===== src/rtl/sqrt_step_reg.sv =====
// sqrt_step_reg
//
// Accumulating operand register for the iterative square-root datapath.
// It holds a running value, such as the current square or the odd-number
// delta, and updates it in place. The update is one of: load, add, add a
// fixed step, or saturating add.
//
// The register also keeps three pieces of status:
//   - a one-cycle carry pulse,
//   - a sticky overflow flag,
//   - a saturating count of enabled updates.
//
// Every output comes straight from a flop.
//
// Ports:
//   clock      in   rising-edge clock for all state
//   reset      in   synchronous active-high; loads RESET_VALUE, clears status
//   set        in   synchronous active-high; loads SET_VALUE, clears status
//   enable     in   perform the selected mode this cycle
//   mode       in   2'b00 LOAD, 2'b01 ADD, 2'b10 STEP, 2'b11 SATADD
//   datain     in   unsigned operand for LOAD / ADD / SATADD
//   dataout    out  register contents
//   carry_out  out  high for one cycle after a carrying ADD/STEP/SATADD
//   overflow   out  sticky OR of all carries since reset/set
//   count      out  enabled updates since reset/set, saturating at all-ones

module sqrt_step_reg #(
    parameter int unsigned                WIDTH       = 17,
    parameter logic [WIDTH-1:0]           RESET_VALUE = 17'h00001,
    parameter logic [WIDTH-1:0]           SET_VALUE   = 17'h1FFFE,
    parameter int unsigned                STEP        = 2,
    parameter int unsigned                CNT_WIDTH   = 8
) (
    input  logic                 clock,
    input  logic                 reset,
    input  logic                 set,
    input  logic                 enable,
    input  logic [1:0]           mode,
    input  logic [WIDTH-1:0]     datain,
    output logic [WIDTH-1:0]     dataout,
    output logic                 carry_out,
    output logic                 overflow,
    output logic [CNT_WIDTH-1:0] count
);

    typedef enum logic [1:0] {
        MODE_LOAD   = 2'b00,
        MODE_ADD    = 2'b01,
        MODE_STEP   = 2'b10,
        MODE_SATADD = 2'b11
    } mode_t;

    localparam logic [WIDTH-1:0] STEP_W = WIDTH'(STEP);

    mode_t            mode_sel;
    logic [WIDTH-1:0] operand;
    logic [WIDTH:0]   sum_ext;
    logic             sum_carry;
    logic [WIDTH-1:0] sum_val;

    // One adder is shared by ADD, STEP and SATADD. Only the operand differs.
    always_comb begin
        mode_sel  = mode_t'(mode);
        operand   = (mode_sel == MODE_STEP) ? STEP_W : datain;
        sum_ext   = {1'b0, dataout} + {1'b0, operand};
        sum_carry = sum_ext[WIDTH];
        sum_val   = sum_ext[WIDTH-1:0];
    end

    always_ff @(posedge clock) begin
        if (reset) begin
            dataout   <= RESET_VALUE;
            carry_out <= 1'b0;
            overflow  <= 1'b0;
            count     <= '0;
        end else if (set) begin
            dataout   <= SET_VALUE;
            carry_out <= 1'b0;
            overflow  <= 1'b0;
            count     <= '0;
        end else if (enable) begin
            case (mode_sel)
                MODE_LOAD: begin
                    dataout   <= datain;
                    carry_out <= 1'b0;
                end
                MODE_ADD, MODE_STEP: begin
                    dataout   <= sum_val;
                    carry_out <= sum_carry;
                    overflow  <= overflow | sum_carry;
                end
                MODE_SATADD: begin
                    dataout   <= sum_carry ? '1 : sum_val;
                    carry_out <= sum_carry;
                    overflow  <= overflow | sum_carry;
                end
                default: begin
                    dataout   <= dataout;
                    carry_out <= 1'b0;
                end
            endcase
            // The counter sticks at all-ones rather than wrapping.
            if (count != '1) begin
                count <= count + CNT_WIDTH'(1);
            end
        end else begin
            carry_out <= 1'b0;
        end
    end

endmodule


===== config.mk =====
export PLATFORM = sky130hd
export DESIGN_NAME = sqrt_step_reg
export DESIGN_NICKNAME = d
export VERILOG_FILES = /design/src/rtl/sqrt_step_reg.sv
export SDC_FILE = /design/constraint.sdc
export NUM_CORES = 1
export LEC_CHECK = 0
export CELL_PAD_IN_SITES_DETAIL_PLACEMENT = 0
export CELL_PAD_IN_SITES_GLOBAL_PLACEMENT = 1
export CORE_MARGIN = 4
export CORE_UTILIZATION = 36
export CTS_BUF_LIST = sky130_fd_sc_hd__clkbuf_8
export DETAILED_ROUTE_END_ITERATION = 16
export GPL_TIMING_DRIVEN = 1
export PLACE_DENSITY = 0.89
export SLEW_MARGIN = 20
export SYNTH_ARGS = -nofsm -noshare
export SYNTH_HDL_FRONTEND = slang
export SYNTH_SLANG_ARGS = --single-unit
export TNS_END_PERCENT = 50

===== constraint.sdc =====
create_clock -name clock -period 3.3 [get_ports clock]
set_input_delay 0.825 -clock clock [delete_from_list [all_inputs] [get_ports clock]]
set_output_delay 0.825 -clock clock [all_outputs]
set_load 0.1 [all_outputs]

==> flow_metrics.env, run 1 <==
export IMPL_outcome="completed"
export IMPL_synth_area_leader_cell="dfxtp_1"
export IMPL_drtAntennaViolNets=0
export IMPL_rsz0062_at_grt="false"
export IMPL_period_share=0.921
export IMPL_crit_type="input pin to flop"
export IMPL_track_usage=0.175
export IMPL_power_total_mw=1.66
export IMPL_cts_clk_slew_worst_paths_ns=0.10
export IMPL_cap_violations=0
export IMPL_drc=0
export IMPL_firstDrtPassIters=4
export IMPL_fill_cells=669
export IMPL_setup_viol=0
export IMPL_finalMaxSlewViolations=0
export IMPL_synthTopCellsByArea="dfxtp_1 21%, ha_1 10%, nor2_1 8.1%, a2111oi_4 5.4%, nor2b_1 4.2%"
export IMPL_ctsHoldBuffers=0
export IMPL_max_freq_mhz=329
export IMPL_cts_sinks=27
export IMPL_synth_flop_cell="dfxtp_1"
export IMPL_synthCells=317
export IMPL_finalCriticalPeriod_ns=3.04
export IMPL_fin_hold_ws_ns=0.459
export IMPL_worstMarginPinSlew_ns=0.425
export IMPL_grt_pass1_wl_um=12200
export IMPL_gp_congestion=0.922
export IMPL_power_density_mw_per_mm2=446
export IMPL_leakage_nw=1.55
export IMPL_crit_arrival_ns=3.28
export IMPL_hp_class="flop to flop"
export IMPL_num_rows=30
export IMPL_ys_seq_elements=27
export IMPL_clock_latency_ns=0.28
export IMPL_synthesis_nets=362
export IMPL_grt_antenna_before_repair=0
export IMPL_ff_latch_area_um2=541
export IMPL_syn_cell_area_mm2=0.00253
export IMPL_ys_warn_count=0
export IMPL_synth_edf_count=0
export IMPL_io_pin_count=50
export IMPL_die_area_mm2=0.00844
export IMPL_core_region_area_mm2=0.00683
export IMPL_n_antenna_cell=0
export IMPL_cp_start_kind="input pin"
export IMPL_syn2layout_area_growth_pct=46.9
export IMPL_wl_um=7780
export IMPL_clockBufferDepth=2
export IMPL_dp_hpwl_um=5820
export IMPL_post_route_util=0.545
export IMPL_grt_overflow=0
export IMPL_multi_input_area_mm2=0.00208
export IMPL_cts_tree="yes"
export IMPL_start_util=0.371
export IMPL_syn_area_per_cell_um2=7.99
export IMPL_finalHoldViolCount=0
export IMPL_viasPerCell=5.32
export IMPL_ir_drop_uv=206
export IMPL_synth_top_area_share=0.213
export IMPL_fin_nets=461
export IMPL_ys_seq_area_frac=0.213
export IMPL_grt_pass1_vias=2644
export IMPL_worstPathRequired_ns=3.54
export IMPL_die_h_um=91.9
export IMPL_cts_root_buf="clkbuf_8"
export IMPL_fin_skew_ns=0.00635
export IMPL_slew_headroom=0.713
export IMPL_drive_gt1_frac=0.335
export IMPL_grt_start_max_net_pins=17
export IMPL_drt_iter0_markers=96
export IMPL_end_kind="flop"
export IMPL_wire_per_inst_um=15.2
export IMPL_port_buffers=49
export IMPL_die_width_um=91.9
export IMPL_ctsHtreeMaxLevel=1
export IMPL_cp_max_fo=5
export IMPL_cts_buffers=3
export IMPL_num_vias=2717
export IMPL_synth_cell_types=61
export IMPL_async_flop_share=0
-- placed cells by master (no fill, tap or decap), types with 6 or more instances in the layout --
cell type	Yosys	final
o21ai_0	13	12
ha_1	21	13
nor2_1	55	54
nand2_1	19	19
nor2b_1	17	15
a2111oi_4	5	6
a21oi_1	19	16
clkdlybuf4s50_1	0	20
buf_4	0	80
inv_1	11	10
nor3_1	8	8
dfxtp_1	27	27
nand3_1	16	16
xnor2_1	8	8
-- synth_stat cells (5+ instances only) --
library cell,number
or2_2,6
o21ai_0,13
a21oi_1,19
a2111oi_4,5
nor2_1,55
nor2b_1,17
nand2_1,19
clkbuf_1,9
xnor2_1,8
dfxtp_1,27
inv_1,11
nand3_1,16
nor3_1,8
nand2b_1,5
ha_1,21
-- timing repair --
item	in CTS	in global routing
endpoints found under the setup margin	18	18
gates resized for setup	7	31
endpoints found under the hold margin	0	0
pin swaps	5	15
buffers inserted	1	3
-- registers in the layout, indices dropped and copies added (netlist names) --
signal	flops
carry_out	1
count	8
dataout	17
overflow	1
-- worst paths after layout --
| kind | startpoint | cells after the start | endpoint | slack (ns) |
|---|---|---|---|---|
| setup / recovery | datain[0] | 12 | dataout[14]$_SDFFE_PP0P_ | 0.26 |
| hold / removal | overflow$_SDFFE_PP0P_ | 2 | overflow$_SDFFE_PP0P_ | 0.46 |
| setup reg to reg | dataout[0]$_SDFFE_PP1P_ | 10 | dataout[14]$_SDFFE_PP0P_ | 1.05 |
| hold reg to reg | overflow$_SDFFE_PP0P_ | 2 | overflow$_SDFFE_PP0P_ | 0.46 |
-- final cells by class --
| class | instances | area share |
|---|---|---|
| Inverter | 11 | 0.0111 |
| Multi-Input combinational cell | 267 | 0.560 |
| Tap cell | 96 | 0.0323 |
| Timing Repair Buffer | 106 | 0.239 |
| Clock inverter | 1 | 0.00134 |
| Clock buffer | 3 | 0.0111 |
| Sequential cell | 27 | 0.145 |
-- report_power, final --
part,leakage (nW),internal (mW),switching [mW],total [mW]
combinational,1.31,0.422,0.639,1.06
clock,0.0255,0.0851,0.121,0.207
sequential,0.223,0.360,0.0342,0.394
-- per-layer routing --
| layer | vias up | share of wire | global-route usage |
|---|---|---|---|
| li1 | 1340 | - | - |
| met1 | 1302 | 0.44 | 0.218 |
| met2 | 65 | 0.50 | 0.308 |
| met3 | 10 | 0.051 | 0.0386 |
| met4 | 0 | 0.011 | 0.0396 |
| met5 | - | 0 | 0 |
-- cell families (layout without fill, tap and decap cells) --
logic type	after synthesis	in the layout	share of synthesized area
muxes	2	2	0.00889
adders and majority gates	22	22	0.112
and+or+nand+nor	152	152	0.304
AOI/OAI and AO/OA	79	79	0.281
xor gates and xnor gates	12	12	0.0415
DFF	27	27	0.213
buffers and inverters	23	121	0.0395
-- worst max-delay path, stage by stage --
cell	delay (ns)
clkdlybuf4s50_1	0.50
nor2b_1	0.15
ha_2	0.18
inv_1	0.05
fa_2	0.38
nand2b_4	0.15
a21oi_1	0.12
buf_4	0.15
o211ai_1	0.15
a21oi_2	0.21
mux2_2	0.35
nand2_1	0.05
-- per-stage QoR --
step | setup TNS, ns | instances | instance area [um2] | setup WS (ns)
after floorplan | 0 | 317 | 2530 | 0.0404
after global placement | -6.10 | 503 | 3440 | -0.347
after detailed placement | -6.88 | 503 | 3440 | -0.409
after CTS | 0 | 508 | 3530 | 0.00704
after global routing | 0 | 511 | 3720 | 0.157
final | 0 | 511 | 3720 | 0.262
No activity file was read; power rests on OpenSTA's default activity.
==> run 2, diff against run 1 <==
--- a/config.mk
+++ b/config.mk
@@ -7,7 +7,7 @@
 export LEC_CHECK = 0
 export CELL_PAD_IN_SITES_DETAIL_PLACEMENT = 0
 export CELL_PAD_IN_SITES_GLOBAL_PLACEMENT = 1
-export CORE_MARGIN = 4
+export CORE_MARGIN = 8
 export CORE_UTILIZATION = 36
 export CTS_BUF_LIST = sky130_fd_sc_hd__clkbuf_8
 export DETAILED_ROUTE_END_ITERATION = 16
==> run 2 against run 1 <==
  * Sequential power is essentially flat
  * Combinational power is essentially flat
  * Setup slack lost 0.065 ns
  * Via count shrank 0.22%
  * Design area grew 0.10%
  * Clock skew grew 0.0040 ns
  * Sequential cell count is the same
  * Cell count grew 1.4%
  * Non-clock buffer count grew 6
  * Fmax shrank 2.1%
  * Critical path type unchanged
  * Largest power group unchanged
==> flow_metrics.env, run 2 (synthesis gave the netlist of run 1 again) <==
export IMPL_outcome="completed"
export IMPL_period_share=0.940
export IMPL_finalHoldViolCount=0
export IMPL_track_usage=0.157
export IMPL_io_pin_count=50
export IMPL_rsz0062_at_grt="false"
export IMPL_grt_pass1_vias=2780
export IMPL_multi_input_area_mm2=0.00206
export IMPL_slew_headroom=0.632
export IMPL_wire_per_inst_um=15.2
export IMPL_ff_latch_area_um2=541
export IMPL_cp_max_fo=5
export IMPL_viasPerCell=5.23
export IMPL_path_cells="clkdlybuf4s50_1, nor2b_1, ha_2, inv_1, fa_1, nand2b_4, a21oi_2, buf_4, o211ai_1, a21oi_2, mux2_2, nand2_1"
export IMPL_setup_slack_ns=0.197
export IMPL_slowest_delay_ns=0.50
export IMPL_layout_common_cells="89 x buf_4, 55 x nor2_1, 27 x dfxtp_1, 20 x clkdlybuf4s50_1, 19 x nand2_1"
export IMPL_grt_antenna_before_repair=0
export IMPL_cts_root_buf="clkbuf_8"
export IMPL_layout_commonest_cell="buf_4"
export IMPL_cts_tree="yes"
export IMPL_max_freq_mhz=322
export IMPL_worstMarginPinSlew_ns=0.546
export IMPL_largestRegisters="dataout (17), count (8)"
export IMPL_fin_nets=468
export IMPL_drt_iter0_markers=118
export IMPL_postPlaceCellArea_mm2=0.00345
export IMPL_syn2layout_area_growth_pct=47.0
export IMPL_setup_viol=0
export IMPL_num_rows=30
export IMPL_end_kind="flop"
export IMPL_grt_pass1_wl_um=13000
export IMPL_drtAntennaViolNets=0
export IMPL_num_vias=2711
export IMPL_grt_overflow=0
export IMPL_path_delay_family="buffers and inverters"
export IMPL_die_width_um=99.9
export IMPL_n_antenna_cell=0
export IMPL_place_ws_ns=-0.466
export IMPL_finalMaxSlewViolations=0
export IMPL_die_area_mm2=0.00998
export IMPL_die_h_um=99.9
export IMPL_start_util=0.373
export IMPL_largest_register="dataout"
export IMPL_crit_type="input pin to flop"
export IMPL_hp_class="flop to flop"
export IMPL_grt_start_max_net_pins=17
export IMPL_final_area_mm2=0.00372
export IMPL_crit_arrival_ns=3.34
export IMPL_clockBufferDepth=2
export IMPL_critPathSlowestCell="clkdlybuf4s50_1"
export IMPL_finalCriticalPeriod_ns=3.10
export IMPL_core_region_area_mm2=0.00679
export IMPL_ctsHoldBuffers=0
export IMPL_power_density_mw_per_mm2=445
export IMPL_clock_latency_ns=0.29
export IMPL_dp_hpwl_um=5970
export IMPL_port_buffers=49
export IMPL_largest_reg_flops=17
export IMPL_wl_um=7870
export IMPL_gp_congestion=0.888
export IMPL_cts_sinks=27
export IMPL_crit_buf_inv=3
export IMPL_crit_path_frequent_cell="a21oi_2"
export IMPL_drc=0
export IMPL_cap_violations=0
export IMPL_ir_drop_uv=164
export IMPL_cts_buffers=3
export IMPL_firstDrtPassIters=4
export IMPL_fill_cells=634
export IMPL_cts_clk_slew_worst_paths_ns=0.10
export IMPL_cp_start_kind="input pin"
export IMPL_fin_skew_ns=0.0104
export IMPL_worstPathRequired_ns=3.54
export IMPL_power_total_mw=1.66
export IMPL_drive_gt1_frac=0.334
export IMPL_ctsHtreeMaxLevel=1
export IMPL_leakage_nw=1.58
-- run 2: cell types whose count changed in the layout (fill, tap and decap cells not counted), moves of 2 or more --
cell | previous run | this run
buf_4 | 80 | 89
buf_6 | 2 | 0
ha_1 | 13 | 15
ha_4 | 5 | 3
nor2b_1 | 15 | 17
nor2b_2 | 2 | 0
-- run 2: cell type report --
cell class,instances,share of cell area
clock buffers,3,0.0111
clock inverters,1,0.00202
inverters,11,0.0111
multi-input cells,268,0.553
flip-flops and latches,27,0.145
well taps,96,0.0322
repair buffers,112,0.245
-- run 2: tightest hold or removal path: stages, from the launching register on --
cell and delay, ns:
dfxtp_1 0.33, inv_1 0.05, a21oi_1 0.05
-- run 2: metal layers --
metal / track usage / up-vias / routed length [um]
met3: 0.0381 / 4 / 534
li1: - / 1354 / -
met1: 0.194 / 1289 / 3510
met5: 0 / - / 0
met2: 0.274 / 64 / 3800
met4: 0.0151 / 0 / 28
-- run 2: what timing repair did --
| action | CTS | global route |
|---|---|---|
| pin swaps | 10 | 7 |
| gates cloned | 1 | 0 |
| setup endpoints to repair | 18 | 19 |
| resized for setup | 14 | 16 |
| setup buffers | 4 | 1 |
-- run 2: worst paths after layout --
check | startpoint | endpoint | slack, ns | depth (start not counted)
worst max-delay path | datain[0] | dataout[16]$_SDFFE_PP0P_ | 0.20 | 12
worst min-delay path | overflow$_SDFFE_PP0P_ | overflow$_SDFFE_PP0P_ | 0.46 | 2
worst max register to register | dataout[0]$_SDFFE_PP1P_ | dataout[16]$_SDFFE_PP0P_ | 1.00 | 10
worst min register to register | overflow$_SDFFE_PP0P_ | overflow$_SDFFE_PP0P_ | 0.46 | 2
-- run 2: power by group --
| group | switching (mW) | internal, mW |
|---|---|---|
| sequential | 0.0316 | 0.360 |
| clock | 0.126 | 0.0863 |
| combinational | 0.638 | 0.417 |
-- run 2: metrics by stage --
step | setup TNS (ns) | hold WS, ns | std cells | utilization
detailed placement | -7.93 | 0.452 | 508 | 0.508
CTS | -0.101 | 0.472 | 517 | 0.535
finish | 0 | 0.462 | 518 | 0.548
global route | 0 | 0.483 | 518 | 0.548
floorplan | 0 | 0.877 | 317 | -
global placement | -6.43 | 0.434 | 508 | 0.508
==> run 3, diff against run 2 <==
--- a/config.mk
+++ b/config.mk
@@ -5,10 +5,11 @@
 export SDC_FILE = /design/constraint.sdc
 export NUM_CORES = 1
 export LEC_CHECK = 0
+export ABC_AREA = 1
 export CELL_PAD_IN_SITES_DETAIL_PLACEMENT = 0
 export CELL_PAD_IN_SITES_GLOBAL_PLACEMENT = 1
 export CORE_MARGIN = 8
-export CORE_UTILIZATION = 36
+export CORE_UTILIZATION = 33
 export CTS_BUF_LIST = sky130_fd_sc_hd__clkbuf_8
 export DETAILED_ROUTE_END_ITERATION = 16
 export GPL_TIMING_DRIVEN = 1
==> run 3 against run 2 <==
  * Count of clock-buffer cells in the layout unchanged
  * Sequential share of layout area grew 1.7 points
  * Synthesized cell count is 39% higher
  * Highest routed layer unchanged
  * Worst hold slack better by 0.0012 ns
  * First-iteration DRC count rose by 12%
  * Sequential power is 5.9% lower
  * Die area up 8.4%
  * Critical path depth increased by 3
  * Global-route usage down 1.3 points
  * Largest power group unchanged
  * Clock skew decreased by 0.0045 ns
==> flow_metrics.env, run 3 <==
export IMPL_outcome="completed"
export IMPL_finalHoldViolCount=0
export IMPL_synthCells=441
export IMPL_synth_top_area_share=0.212
export IMPL_cp_start_kind="input pin"
export IMPL_largestRegisters="dataout (17), count (8)"
export IMPL_syn_cell_area_mm2=0.00255
export IMPL_post_route_util=0.439
export IMPL_grt_pass1_vias=2916
export IMPL_async_flop_share=0
export IMPL_power_density_mw_per_mm2=373
export IMPL_whs_endpoint="overflow$_SDFFE_PP0P_"
export IMPL_cts_sinks=27
export IMPL_worstPathRequired_ns=3.47
export IMPL_track_usage=0.144
export IMPL_die_area_mm2=0.0108
export IMPL_crit_type="input pin to flop"
export IMPL_syn_area_per_cell_um2=5.79
export IMPL_setup_viol=0
export IMPL_multi_input_area_mm2=0.00168
export IMPL_fin_nets=556
export IMPL_hold_path_depth=2
export IMPL_drtAntennaViolNets=0
export IMPL_core_region_area_mm2=0.00761
export IMPL_n_antenna_cell=0
export IMPL_io_pin_count=50
export IMPL_hp_start="overflow$_SDFFE_PP0P_"
export IMPL_finalMaxSlewViolations=0
export IMPL_num_vias=2916
export IMPL_port_buffers=49
export IMPL_clock_latency_ns=0.29
export IMPL_synthesis_nets=486
export IMPL_clockBufferDepth=2
export IMPL_syn2layout_area_growth_pct=30.7
export IMPL_end_kind="flop"
export IMPL_worstMarginPinSlew_ns=0.739
export IMPL_leakage_nw=1.85
export IMPL_fill_cells=857
export IMPL_period_share=0.943
export IMPL_ys_warn_count=0
export IMPL_firstDrtPassIters=4
export IMPL_ff_latch_area_um2=541
export IMPL_grt_antenna_before_repair=0
export IMPL_cts_buffers=3
export IMPL_gp_congestion=0.811
export IMPL_cts_tree="yes"
export IMPL_ff2ff_setup_slack_ns=1.31
export IMPL_layout_common_cells="139 x nand2_1, 83 x inv_1, 52 x buf_4, 42 x a21oi_1, 29 x nor2_1"
export IMPL_cts_resized=0
export IMPL_fin_hold_ws_ns=0.463
export IMPL_r2r_cells=14
export IMPL_finalCriticalPeriod_ns=3.11
export IMPL_regToRegEndpoint="dataout[14]$_SDFFE_PP0P_"
export IMPL_slew_headroom=0.506
export IMPL_crit_arrival_ns=3.29
export IMPL_yosysMostFrequentCell="nand2_1"
export IMPL_grt_overflow=0
export IMPL_fin_skew_ns=0.00589
export IMPL_cp_max_fo=17
export IMPL_synth_flop_cell="dfxtp_1"
export IMPL_fin_cells=612
export IMPL_layout_commonest_cell="nand2_1"
export IMPL_ys_seq_elements=27
export IMPL_grt_start_max_net_pins=19
export IMPL_synth_edf_count=0
export IMPL_viasPerCell=4.76
export IMPL_largest_reg_flops=17
export IMPL_num_rows=32
export IMPL_drive_gt1_frac=0.163
export IMPL_synthTopCellsByArea="dfxtp_1 21%, nand2_1 21%, inv_1 12%, ha_1 10%, a21oi_1 8.4%"
export IMPL_place_inst=608
export IMPL_die_width_um=104
export IMPL_postCtsSetupBuffers=0
export IMPL_start_util=0.336
export IMPL_drc=0
export IMPL_synth_common_cells="142 x nand2_1, 83 x inv_1, 43 x a21oi_1"
export IMPL_die_h_um=104
export IMPL_rsz0062_at_grt="false"
export IMPL_ys_seq_area_frac=0.212
export IMPL_dp_hpwl_um=6110
export IMPL_ctsHoldBuffers=0
export IMPL_ir_drop_uv=217
export IMPL_synth_area_leader_cell="dfxtp_1"
export IMPL_ctsHtreeMaxLevel=1
export IMPL_wl_um=7940
export IMPL_synth_cell_types=25
export IMPL_grt_pass1_wl_um=13200
export IMPL_wire_per_inst_um=13.0
export IMPL_cts_root_buf="clkbuf_8"
export IMPL_max_freq_mhz=321
export IMPL_cap_violations=0
export IMPL_drt_iter0_markers=132
export IMPL_power_total_mw=1.25
export IMPL_hp_class="flop to flop"
export IMPL_cts_clk_slew_worst_paths_ns=0.11
export IMPL_largest_register="dataout"
export IMPL_r2r_start="dataout[0]$_SDFFE_PP1P_"
run 3: changes by cell type after synthesis, sizes merged, moves of 8 or more:
cell | before | now
nand2 | 20 | 147
inv | 11 | 83
nor2b | 17 | 0
o21ai | 16 | 24
a2111oi | 8 | 0
a21oi | 23 | 52
nor2 | 56 | 30
run 3: cell families (layout without fill, tap and decap cells):
| group | after synthesis | after routing | synth area share |
|---|---|---|---|
| compound gates | 78 | 78 | 0.168 |
| fa+ha+maj | 22 | 22 | 0.111 |
| buf+inv | 94 | 163 | 0.143 |
| flops | 27 | 27 | 0.212 |
| xor+xnor | 3 | 3 | 0.0103 |
| simple gates | 217 | 217 | 0.357 |
run 3: how the worst max path moves through the flow:
stage                     slack [ns]  cells after the start  startpoint                       end
after floorplan                 0.32                     16     mode[0]   dataout[7]$_SDFFE_PP0P_
after global placement         -0.15                     17     mode[0]  dataout[15]$_SDFFE_PP0P_
after detailed placement       -0.18                     15     mode[0]   dataout[6]$_SDFFE_PP0P_
after CTS                       0.13                     15     mode[0]   dataout[6]$_SDFFE_PP0P_
after global routing           0.004                     19     mode[0]  dataout[11]$_SDFFE_PP0P_
final                           0.19                     15     mode[0]   dataout[6]$_SDFFE_PP0P_
run 3: final cells by class:
class	count	share of cell area
Multi-Input combinational cell	320	0.503
Clock inverter	1	0.00150
Sequential cell	27	0.162
Timing Repair Buffer	75	0.189
Tap cell	102	0.0382
Clock buffer	3	0.0124
Inverter	84	0.0945
run 3: layer usage:
layer / vias to the layer above / GRT usage / part of all wire
met3: 5 / 0.0248 / 0.044
met1: 1344 / 0.160 / 0.44
met4: 0 / 0.0414 / 0.0078
met5: - / 0 / 0
li1: 1508 / - / -
met2: 59 / 0.272 / 0.51
run 3: worst max-delay path: stages:
cell             delay, ns
clkdlybuf4s50_1       0.48
inv_1                 0.06
ha_1                  0.24
buf_12                0.17
nor2_1                0.11
ha_1                  0.29
a21oi_2               0.18
o21ai_0               0.12
nor3_2                0.22
buf_4                 0.14
nand2_2               0.09
nand2_8               0.15
nand2_1               0.07
nand2_1               0.06
a21oi_1               0.10
run 3: where the power goes:
part | switching (mW) | internal, mW | leakage [nW]
registers | 0.0200 | 0.348 | 0.224
logic | 0.439 | 0.231 | 1.60
clock network | 0.123 | 0.0852 | 0.0255
total | 0.582 | 0.664 | 1.85
run 3: metrics by stage:
stage | setup TNS, ns | setup WS [ns] | cell area (um2)
after floorplan | 0 | 0.316 | 2550
after global placement | -2.25 | -0.150 | 3260
after detailed placement | -2.51 | -0.177 | 3260
after CTS | 0 | 0.130 | 3310
after global routing | 0 | 0.00381 | 3340
final | 0 | 0.187 | 3340
